$ cat src/rtl/pulse_gen_multi.sv
// NUM_CH independent pulse-train generators with programmable high/low width and pulse count,
// sharing one clock-enable tick. Define PULSE_GEN_MULTI_CONT_EN to make pulse_num=0 run continuously.
module pulse_gen_multi #(
  parameter int NUM_CH           = 2,
  parameter int PULSE_NUM_BITS   = 8,
  parameter int PULSE_WIDTH_BITS = 8
) (
  input  logic                               clk,
  input  logic                               reset,
  input  logic                               clk_en,
  input  logic [NUM_CH*PULSE_NUM_BITS-1:0]   pulse_num,
  input  logic [NUM_CH*PULSE_WIDTH_BITS-1:0] high_width,
  input  logic [NUM_CH*PULSE_WIDTH_BITS-1:0] low_width,
  input  logic [NUM_CH-1:0]                  trigger,
  input  logic [NUM_CH-1:0]                  abort,
  output logic [NUM_CH-1:0]                  out,
  output logic [NUM_CH-1:0]                  done,
  output logic [NUM_CH-1:0]                  rdy,
  output logic [NUM_CH*PULSE_NUM_BITS-1:0]   pulses_done
);

  localparam int PN = PULSE_NUM_BITS;
  localparam int PW = PULSE_WIDTH_BITS;
  localparam logic [PW-1:0] W_ONE  = {{(PW-1){1'b0}}, 1'b1};
  localparam logic [PN-1:0] PD_ONE = {{(PN-1){1'b0}}, 1'b1};

  typedef enum logic [1:0] {IDLE, HIGH, LOW, DONE} state_t;

  for (genvar ch = 0; ch < NUM_CH; ch++) begin : g_ch
    state_t        state, state_nxt;
    logic [PW-1:0] cnt, cnt_nxt, high_q, high_nxt, low_q, low_nxt;
    logic [PN-1:0] num_q, num_nxt, pd_q, pd_nxt, pd_inc;
    logic [PW-1:0] high_in, low_in;
    logic [PN-1:0] num_in;
    logic          accept, zero_job, last_pulse;
    logic          out_c, done_c, rdy_c;

    assign num_in  = pulse_num[ch*PN +: PN];
    assign high_in = high_width[ch*PW +: PW];
    assign low_in  = low_width[ch*PW +: PW];
    assign accept  = trigger[ch] & clk_en & ~abort[ch];
    assign pd_inc  = pd_q + PD_ONE;

`ifdef PULSE_GEN_MULTI_CONT_EN
    // num=0 means run forever, so a wrap of pd_inc to zero must not end the job
    assign zero_job   = (high_in == '0);
    assign last_pulse = (num_q != '0) && (pd_inc == num_q);
`else
    assign zero_job   = (num_in == '0) || (high_in == '0);
    assign last_pulse = (pd_inc == num_q);
`endif

    always_ff @(posedge clk or negedge reset) begin
      if (!reset) begin
        state  <= IDLE;
        cnt    <= '0;
        high_q <= '0;
        low_q  <= '0;
        num_q  <= '0;
        pd_q   <= '0;
      end else begin
        state  <= state_nxt;
        cnt    <= cnt_nxt;
        high_q <= high_nxt;
        low_q  <= low_nxt;
        num_q  <= num_nxt;
        pd_q   <= pd_nxt;
      end
    end

    always_comb begin
      state_nxt = state;
      cnt_nxt   = cnt;
      high_nxt  = high_q;
      low_nxt   = low_q;
      num_nxt   = num_q;
      pd_nxt    = pd_q;
      case (state)
        IDLE, DONE: begin
          if (accept) begin
            num_nxt   = num_in;
            high_nxt  = high_in;
            low_nxt   = low_in;
            cnt_nxt   = '0;
            pd_nxt    = '0;
            state_nxt = zero_job ? DONE : HIGH;
          end
        end
        HIGH: begin
          if (abort[ch]) begin
            state_nxt = DONE;
          end else if (clk_en) begin
            if (cnt == high_q - W_ONE) begin
              cnt_nxt = '0;
              // zero low width: the pulse ends here and out stays high into the next one
              if (low_q == '0) begin
                pd_nxt    = pd_inc;
                state_nxt = last_pulse ? DONE : HIGH;
              end else begin
                state_nxt = LOW;
              end
            end else begin
              cnt_nxt = cnt + W_ONE;
            end
          end
        end
        LOW: begin
          if (abort[ch]) begin
            state_nxt = DONE;
          end else if (clk_en) begin
            if (cnt == low_q - W_ONE) begin
              cnt_nxt   = '0;
              pd_nxt    = pd_inc;
              state_nxt = last_pulse ? DONE : HIGH;
            end else begin
              cnt_nxt = cnt + W_ONE;
            end
          end
        end
        default: state_nxt = IDLE;
      endcase
    end

    always_comb begin
      out_c  = (state == HIGH);
      done_c = (state == DONE);
      rdy_c  = (state == IDLE) || (state == DONE);
    end

    assign out[ch]                 = out_c;
    assign done[ch]                = done_c;
    assign rdy[ch]                 = rdy_c;
    assign pulses_done[ch*PN +: PN] = pd_q;
  end

endmodule

$ cat config.mk
export PLATFORM = sky130hd
export DESIGN_NAME = pulse_gen_multi
export DESIGN_NICKNAME = d
export VERILOG_FILES = /design/src/rtl/pulse_gen_multi.sv
export SDC_FILE = /design/constraint.sdc
export NUM_CORES = 1
export LEC_CHECK = 0
export CORE_ASPECT_RATIO = 1.75
export CORE_MARGIN = 5
export CORE_UTILIZATION = 45
export CTS_CLUSTER_DIAMETER = 200
export DETAILED_ROUTE_END_ITERATION = 16
export PLACE_DENSITY = 0.72
export SETUP_SLACK_MARGIN = 0.3
export SLEW_MARGIN = 20
export SYNTH_ARGS = -nofsm -noshare
export SYNTH_HDL_FRONTEND = slang
export SYNTH_SLANG_ARGS = --single-unit
$ cat constraint.sdc
create_clock -name clk -period 2.8 [get_ports clk]
set_input_delay 0.28 -clock clk [delete_from_list [all_inputs] [get_ports clk]]
set_output_delay 0.28 -clock clk [all_outputs]
set_load 0.005 [all_outputs]
==> results.cfg <==
[setup_path]
path_cells = or4_4 -> nor4bb_2 -> nor3b_1 -> a211o_1 -> a22o_1 -> a21oi_2 -> mux2_4
reg2regPathDepth = 7
r2r_start = g_ch[1].high_q[0]
path_buf_inv = 0
reg2reg_slack_ps = 190
startpoint_type = flip-flop
critPathSlowestCell = sky130_fd_sc_hd__or4_4
critical_path.reg2reg.endpoint = g_ch[1].state[1]
timing.critical_path.max_delay_family = simple AND/OR/NAND/NOR gates
crit_required_ps = 3030
endpoint_kind = flip-flop
timing_worst_setup_path_type = flip-flop to flip-flop
worst-path-stages = 7
critical-path-max-stage-delay_ps = 580
critical_path.max_fanout = 4
cp_data_arrival_time_ps = 2830

[pwr]
sw_frac_of_total = 0.408
power_density_nw_per_um2 = 1100
net-switching-power_w = 0.00318
clock_share_of_power = 0.156
leakage_nw = 2.91
power.internal_w = 0.00461
power.total_w = 0.00780
power.ir.vdd_worst_v = 0.000499
power.sequential.fraction = 0.300
pwr-share-comb = 0.544

[finish]
layout.cells.non_filler = 831
n_diodes = 0
drive_gt1_frac = 0.230
area_delta_synth_final_pct = 28.0
fin_nets = 733

[floorplanning]
starting_density = 0.460
design.core.area_um2 = 12000
placementRows = 53
die_height_um = 157
num_io_pins = 77
floorplan.die_area_um2 = 14700
die_w_um = 93.8

[yosys]
netlist.top_cell.by_area = sky130_fd_sc_hd__dfrtp_1
postSynthRegisterBits = 84
ys_top_cells_by_area = sky130_fd_sc_hd__dfrtp_1, sky130_fd_sc_hd__mux2_2, sky130_fd_sc_hd__xnor2_1, sky130_fd_sc_hd__ha_1, sky130_fd_sc_hd__xor2_1
synth_top_area_share = 0.380
async_reset_ff_frac = 1.00
net_count_synth = 648
yosys_most_used_dff = sky130_fd_sc_hd__dfrtp_1
avg_cell_area_syn_um2 = 9.58
mappedNetlistArea_um2 = 5530
number_of_enable_type_register_cells_in_the_synthesized_netlist = 0
synthesis.yosys.warnings = 0
post_synth_inst_count = 577
yosysSeqAreaShare = 0.380
yosys.cell_types.count = 67

[sta]
worst_slew_pin_slew_ps = 775
clock-skew-final_ps = 5.53
period_share = 0.931
final.hold.worst_slack_ps = -27.5
max_clock_freq_mhz = 384
finalSetupViolCount = 0
max-slew-margin-rel = 0.483
report.final.slew_viol_count = 0
timing.setup.tns_ps = 0
finalHoldViolations = 8
final_period_minus_worst_setup_slack_ps = 2610
grt_setup_unrepaired = true

[clock_tree]
clock_sink_count = 84
cts_buffers = 9
hold_buffers = 0
clk_pin_slew_ps = 60
insertion_delay_ps = 340
cts-root-buf = sky130_fd_sc_hd__clkbuf_16
max-clock-path-buffers = 2
cts_htree_levels = 3
tritoncts_clock_tree = yes

[placed_design]
detailed_place_hpwl_mm = 10.3
place.gp.congestion = 0.918
number_of_placed_instances_taps_included = 796
place.port_buffers = 76

[hold_path]
hold_path.class = input port to async pin

[grt]
grt_antenna_before_repair = 0
globalRouteTotalUtil = 0.189
grt_pass1_vias = 4773
grt_pass1_wl_mm = 22.1
gr-total-overflow = 0
grt_max_degree = 85

[run_status]
outcome = finished with violations
violations = negative hold slack

[routing]
drt-wirelength-per-cell_um = 16.8
viasPerCell = 5.67
drt_drc_violations_left = 0
wl_mm = 13.9
drt_iter0_markers = 229
route.antenna.remaining_nets = 0
firstDrtPassIters = 5
num_vias = 4715

[flow_run]
drv.max_cap_violation_count = 0
==> state kept, by name (all words and copies together) (netlist names) <==
name and flops:
g_ch.pd_q 16, g_ch.state 4, g_ch.cnt 16, g_ch.low_q 16
g_ch.high_q 16, g_ch.num_q 16
==> routing by layer <==
layer  up-vias  global-route usage  share of wire
met2       122               0.342           0.55
met5         -                   0              0
met3        36              0.0380          0.035
met4         0              0.0861          0.028
met1      2321               0.210           0.39
li1       2236                   -              -
==> repair_timing <==
action / 4_1_cts / 5_1_grt
pin swaps: 10 / 16
setup buffers: 10 / 10
endpoints found under the setup margin: 21 / 36
resized for setup: 10 / 28
hold endpoints to repair: 0 / 0
==> worst register-to-register path: cells and delay by family, from the launching register on <==
family          cells  cell delay (ps)
simple gates        3              960
compound gates      3              800
mux                 1              320
flops               1              410
==> cell families after synthesis <==
kind of cell | count (synthesis) | synth area share
buf+inv | 58 | 0.0457
mux | 59 | 0.119
xor+xnor | 63 | 0.0998
fa+ha+maj | 16 | 0.0362
flops | 84 | 0.380
simple gates | 195 | 0.185
compound gates | 102 | 0.134
==> cells in the mapped netlist (5+ instances only) <==
cell and number:
sky130_fd_sc_hd__xor2_1 22, sky130_fd_sc_hd__xnor2_1 41, sky130_fd_sc_hd__or3_1 6, sky130_fd_sc_hd__clkbuf_1 24, sky130_fd_sc_hd__nand3_1 24, sky130_fd_sc_hd__nand4_1 9, sky130_fd_sc_hd__nor4_1 13, sky130_fd_sc_hd__mux2i_1 8
sky130_fd_sc_hd__ha_1 16, sky130_fd_sc_hd__a21o_1 6, sky130_fd_sc_hd__nand2b_1 10, sky130_fd_sc_hd__a21oi_1 14, sky130_fd_sc_hd__a31oi_1 10, sky130_fd_sc_hd__nor2b_1 7, sky130_fd_sc_hd__a211oi_1 5, sky130_fd_sc_hd__or3b_2 5
sky130_fd_sc_hd__o21ai_0 17, sky130_fd_sc_hd__nor3_1 12, sky130_fd_sc_hd__nor2_1 39, sky130_fd_sc_hd__mux2_2 49, sky130_fd_sc_hd__buf_4 6, sky130_fd_sc_hd__nand2_1 45, sky130_fd_sc_hd__o31ai_1 9, sky130_fd_sc_hd__dfrtp_1 84
sky130_fd_sc_hd__inv_1 20
==> metrics by stage <==
step	cell area (um^2)	worst slack [ps]	hold slack, ps	util
CTS	6880	214	186	0.573
detailed placement	6470	126	515	0.539
floorplan	5570	274	-15.6	-
finish	7070	193	-27.5	0.589
global route	7070	103	43.0	0.589
global placement	6470	202	510	0.539
==> cells in the final DEF (no fill, tap or decap), drive strengths merged, types with 4 or more instances in the layout <==
cell type      Yosys  final
nand2b            10     10
or3b               5      5
nor2b              7      7
ha                16     16
or2                5      5
a21oi             14     14
nor4              14     14
mux2              51     51
xor2              22     22
a211oi             5      5
nor3              12     12
a31oi             10     10
mux2i              8      8
buf               14     37
o221ai             4      4
nand2             45     45
nand4              9      9
inv               20     20
a21o               6      6
o21ai             18     18
clkdlybuf4s50      0     75
clkbuf            24     11
xnor2             41     41
nor2              39     39
nand3             24     24
o31ai              9      9
dfrtp             84     84
or3                6      6
o211ai             4      4
==> power by group through the flow <==
stage | Clock, W | Sequential [W] | Combinational [W]
CTS | 0.00124 | 0.00232 | 0.00391
finish | 0.00122 | 0.00234 | 0.00424
global placement | 0 | 0.00232 | 0.00357
floorplan | 0 | 0.00213 | 0.00290
detailed placement | 0 | 0.00236 | 0.00370
global route | 0.00129 | 0.00242 | 0.00465
==> how the worst max path moves through the flow <==
stage | slack [ps] | end | start
after global routing | 100 | g_ch[1].pd_q[5] | g_ch[1].high_q[0]
after global placement | 200 | g_ch[0].pd_q[0] | g_ch[0].high_q[0]
final | 190 | g_ch[1].state[1] | g_ch[1].high_q[0]
after CTS | 210 | g_ch[1].state[1] | g_ch[1].high_q[0]
after floorplan | 270 | g_ch[1].state[1] | g_ch[1].high_q[0]
after detailed placement | 130 | g_ch[0].pd_q[0] | g_ch[0].high_q[0]
==> area by class of cell <==
class	count	area, um^2
clock buffer	11	253
clock inverter	4	48.8
fill	1020	4930
inverter	20	75.1
multi-input combinational	435	3330
sequential	84	2110
tap	165	206
timing repair buffer	112	1050
Note: power is estimated with default switching activity, not from simulation.
==> RTL edit 1, RTL diff (same settings) <==
`NUM_CH`: 2 -> 4.
--- a/src/rtl/pulse_gen_multi.sv
+++ b/src/rtl/pulse_gen_multi.sv
@@ -3,3 +3,3 @@
 module pulse_gen_multi #(
-  parameter int NUM_CH           = 2,
+  parameter int NUM_CH           = 4,
   parameter int PULSE_NUM_BITS   = 8,
Ports: changed (9 resized); port bits go from 77 to 151. No check against the original RTL was run, so the function may have changed too.
==> RTL edit 1 against the original RTL <==
  * Total power increased by 100%
  * Cell area increased by 110%
  * Maximum frequency fell by 4.8%
  * Wire length increased by 120%
  * Synthesized cell count is 95% higher
  * Sequential cell count up 84
  * Worst setup slack worse by 0.13 ns
  * Sequential power is 91% higher
  * Area after synthesis up 96%
  * Critical path type unchanged
==> RTL edit 1: results (changes against the original RTL) <==
Leakage -> 6.04 nW (+110%)
Final Skew -> 0.00794 ns (+0.00241 ns)
Status -> completed
I/O Buffers -> 150 (+97%)
Pint -> 0.00910 W (+97%)
Clk_lat worst skew -> 0.45 ns (+0.11 ns)
Hold-fix buffers, CTS -> 1 (+1)
GRT Overall Usage -> 0.213 (+0.0243)
Worst Path Max Fanout -> 11 (+7)
Initial DRC count -> 551 (+140%)
Placed Area -> 12,900 µm² (+99%)
Most common library cells after synthesis -> dfrtp_1 (168), mux2_2 (102), nor2_1 (73)
Cts bufs inserted -> 17 (+8)
Worst stage delay on the critical path -> 0.43 ns (-0.15 ns)
Routed vias/inst -> 5.78 (+1.9%)
Filler cell count -> 1,955 (+92%)
Peak supply drop -> 529 µV (+6.1%)
Vias in the first global route -> 9,620 (+100%)
Register area share after synthesis -> 0.389 (+0.00818)
Syn Nets -> 1,262 (+95%)
First-pass GRT wire length -> 47,400 µm (+110%)
Yosys cell types -> 76 (+13%)
Footprint of the multi-input gates -> 6890 µm² (+110%)
Async S/R FF share, synth -> 1.00 (unchanged)
Share of layout cells above drive strength 1 -> 0.265 (+0.0350)
Top post-synthesis cells by area -> dfrtp_1 (39%), mux2_2 (11%), xnor2_1 (4.8%), xor2_1 (4.1%), ha_1 (3.7%)
H-tree levels -> 4 (+1)
Top-count cell post-synth -> dfrtp_1
Dpl hpwl -> 21,500 µm (+110%)
Slew headroom -> 0.609 (+0.125)
WP data arrival -> 3.07 ns (+0.24 ns)
-- RTL edit 1: logic make-up (layout without fill, tap and decap cells) --
kind of cell | Yosys count | in the layout | synth area share
fa+ha+maj | 33 | 33 | 0.0379
xor+xnor | 112 | 112 | 0.0933
mux | 107 | 107 | 0.111
other cells | 0 | 1 | 0
flops | 168 | 168 | 0.389
compound gates | 220 | 220 | 0.145
simple gates | 372 | 374 | 0.181
buf+inv | 111 | 323 | 0.0437
-- RTL edit 1: cell type report --
cell class / count / share of cell area
timing repair buffer: 249 / 0.158
tap: 308 / 0.0266
clock inverter: 13 / 0.00845
inverter: 42 / 0.0109
multi-input combinational: 846 / 0.475
clock buffer: 19 / 0.0305
antenna: 1 / 0.000173
sequential: 168 / 0.290
-- RTL edit 1: per-layer routing --
| layer | track usage | share of wire | up-vias |
|---|---|---|---|
| met3 | 0.0502 | 0.045 | 79 |
| met4 | 0.0974 | 0.035 | 2 |
| met5 | 0 | 0.00040 | - |
| li1 | - | - | 4478 |
| met1 | 0.213 | 0.36 | 4710 |
| met2 | 0.407 | 0.56 | 247 |
-- RTL edit 1: metrics by stage --
stage,setup TNS (ns),hold slack (ns),instances,worst slack (ns)
2_1_floorplan,0,-0.0156,1123,0.0677
6_report,0,0.263,1646,0.0607
3_3_place_gp,0,0.160,1569,0.0626
3_5_place_dp,-0.0408,0.160,1569,-0.0408
4_1_cts,0,0.244,1619,0.0772
5_1_grt,-0.476,0.294,1645,-0.0974
-- RTL edit 1: worst register-to-register path, delay by kind of cell (launching register included) --
| family | cells | cell delay, ns |
|---|---|---|
| flops | 1 | 0.38 |
| fa+ha+maj | 1 | 0.16 |
| buf+inv | 1 | 0.06 |
| simple gates | 4 | 1.10 |
| compound gates | 4 | 0.92 |
-- RTL edit 1: path summary, 6_finish.rpt --
check	from	to	slack [ns]	cells after the start
min in group clk	low_width[29]	g_ch[3].low_q[5]	0.44	2
hold / removal	reset	g_ch[1].low_q[1]	0.26	2
setup reg to reg	g_ch[1].high_q[1]	g_ch[1].cnt[4]	0.06	10
hold reg to reg	g_ch[1].num_q[5]	g_ch[1].num_q[5]	0.52	1
max in group asynchronous	reset	g_ch[0].low_q[4]	1.68	3
setup / recovery	g_ch[1].high_q[1]	g_ch[1].cnt[4]	0.06	10
-- RTL edit 1: power by group through the flow --
stage / Combinational (W) / Clock (W) / Sequential (W)
2_1_floorplan: 0.00521 / 0 / 0.00417
3_3_place_gp: 0.00692 / 0 / 0.00442
3_5_place_dp: 0.00711 / 0 / 0.00447
4_1_cts: 0.00785 / 0.00234 / 0.00444
5_1_grt: 0.00963 / 0.00244 / 0.00461
6_report: 0.00886 / 0.00230 / 0.00448
==> RTL edit 2, RTL diff (config.mk and constraints unchanged) <==
Made on the original files. Make the reset (`reset`) synchronous in one clocked block.
--- a/src/rtl/pulse_gen_multi.sv
+++ b/src/rtl/pulse_gen_multi.sv
@@ -52,3 +52,3 @@
 
-    always_ff @(posedge clk or negedge reset) begin
+    always_ff @(posedge clk) begin
       if (!reset) begin
Behaviour: differs if reset is asserted again (counterexample within 4 cycles, from zero or initial values and one cycle with reset low); with reset held inactive, the same outputs for 4 cycles.
==> RTL edit 2 against the original RTL <==
  * Sequential share of layout area is 5.6 points lower
  * Wire length rose by 6.3%
  * Sequential cell count is the same
  * Worst setup slack better by 0.16 ns
  * Count of clock-buffer cells in the layout unchanged
  * Area after synthesis grew 0.32%
  * Critical endpoint is now g_ch[1].pd_q[2]
  * Highest routed layer unchanged
  * Via count rose by 13%
  * Non-clock buffer count shrank 7
  * Cell area shrank 0.32%
Power is not compared: it rests on default switching activity, and its combinational part moved more than twofold at a synthesized area within 25%.
==> RTL edit 2: results (changes against the original RTL) <==
Status -> completed
CP max stage cell -> o41ai_4
Postcts setup bufs -> 0 (-10)
Dpl hpwl -> 10,600 µm (+3.7%)
Worst Path Max Fanout -> 7 (+3)
Placed Area -> 6410 µm² (-0.99%)
GRT Overall Usage -> 0.194 (+0.00501)
Post-Synthesis Cells -> 711 (+23%)
Reg2reg setup slack -> 0.35 ns (+0.16 ns)
Synth Flop Type -> dfxtp_1
Nets -> 846 (+15%)
Wirelength per Cell -> 15.7 µm (-6.4%)
Async S/R FF share, synth -> 0 (-1.00)
Clock buffer depth -> 2 (unchanged)
Largest net degree at the start of global routing -> 110 (+29%)
WP data arrival -> 2.70 ns (-0.13 ns)
DR vias -> 5,343 (+13%)
Filler cell count -> 1,129 (+11%)
Yosys cell types -> 66 (-1.5%)
Final Skew -> 0.00776 ns (+0.00223 ns)
Pre-Repair DR Iteration Count -> 4 (-1)
Slew headroom -> 0.681 (+0.198)
DP Cell Count -> 918 (+15%)
Share of layout cells above drive strength 1 -> 0.131 (-0.0988)
Register area share after synthesis -> 0.303 (-0.0770)
Initial DRC count -> 172 (-25%)
Vias in the first global route -> 5,106 (+7.0%)
WL final -> 14,800 µm (+6.3%)
First-pass GRT wire length -> 23,500 µm (+6.1%)
Top post-synthesis cells by area -> dfxtp_1 (30%), nand2_1 (9.9%), a21boi_0 (6.6%), xnor2_1 (6.5%), xor2_1 (4.1%)
WHS -> 0.478 ns (+0.505 ns)
-- RTL edit 2: layout make-up --
| type | instances | area, µm² | share of cell area |
|---|---|---|---|
| sequential | 84 | 1710 | 0.242 |
| tap | 165 | 206 | 0.0293 |
| clock buffer | 11 | 243 | 0.0344 |
| multi-input combinational | 553 | 3740 | 0.531 |
| inverter | 22 | 85.1 | 0.0121 |
| timing repair buffer | 105 | 991 | 0.141 |
| clock inverter | 4 | 73.8 | 0.0105 |
-- RTL edit 2: final timing paths --
path / start / endpoint / cells after the start
max: g_ch[1].high_q[0] / g_ch[1].pd_q[2] / 9
min: g_ch[1].num_q[4] / g_ch[1].num_q[4] / 2
max reg2reg: g_ch[1].high_q[0] / g_ch[1].pd_q[2] / 9
min reg2reg: g_ch[1].num_q[4] / g_ch[1].num_q[4] / 2
-- RTL edit 2: logic make-up (layout without fill, tap and decap cells) --
family	Yosys count	count (layout)	share of synthesized area
AND/OR/NAND/NOR	308	308	0.266
flip-flops	84	84	0.303
multiplexers	8	8	0.0151
buffers and inverters	74	142	0.0596
AO/OA/AOI/OAI	154	154	0.214
adder cells (fa/ha/maj)	16	16	0.0361
XOR/XNOR	67	67	0.106
-- RTL edit 2: routing by layer --
metal,up-vias,track usage,wire (µm)
li1,2631,-,-
met4,0,0.0909,481
met1,2517,0.201,5510
met2,155,0.370,8290
met3,40,0.0313,541
met5,-,0,0
-- RTL edit 2: critical path, delay by kind of cell (launching register included) --
family,cells,cell delay (ns)
adders and majority gates,1,0.17
DFF,1,0.38
buffers and inverters,1,0.04
AOI/OAI and AO/OA,5,1.17
muxes,1,0.31
and+or+nand+nor,1,0.29
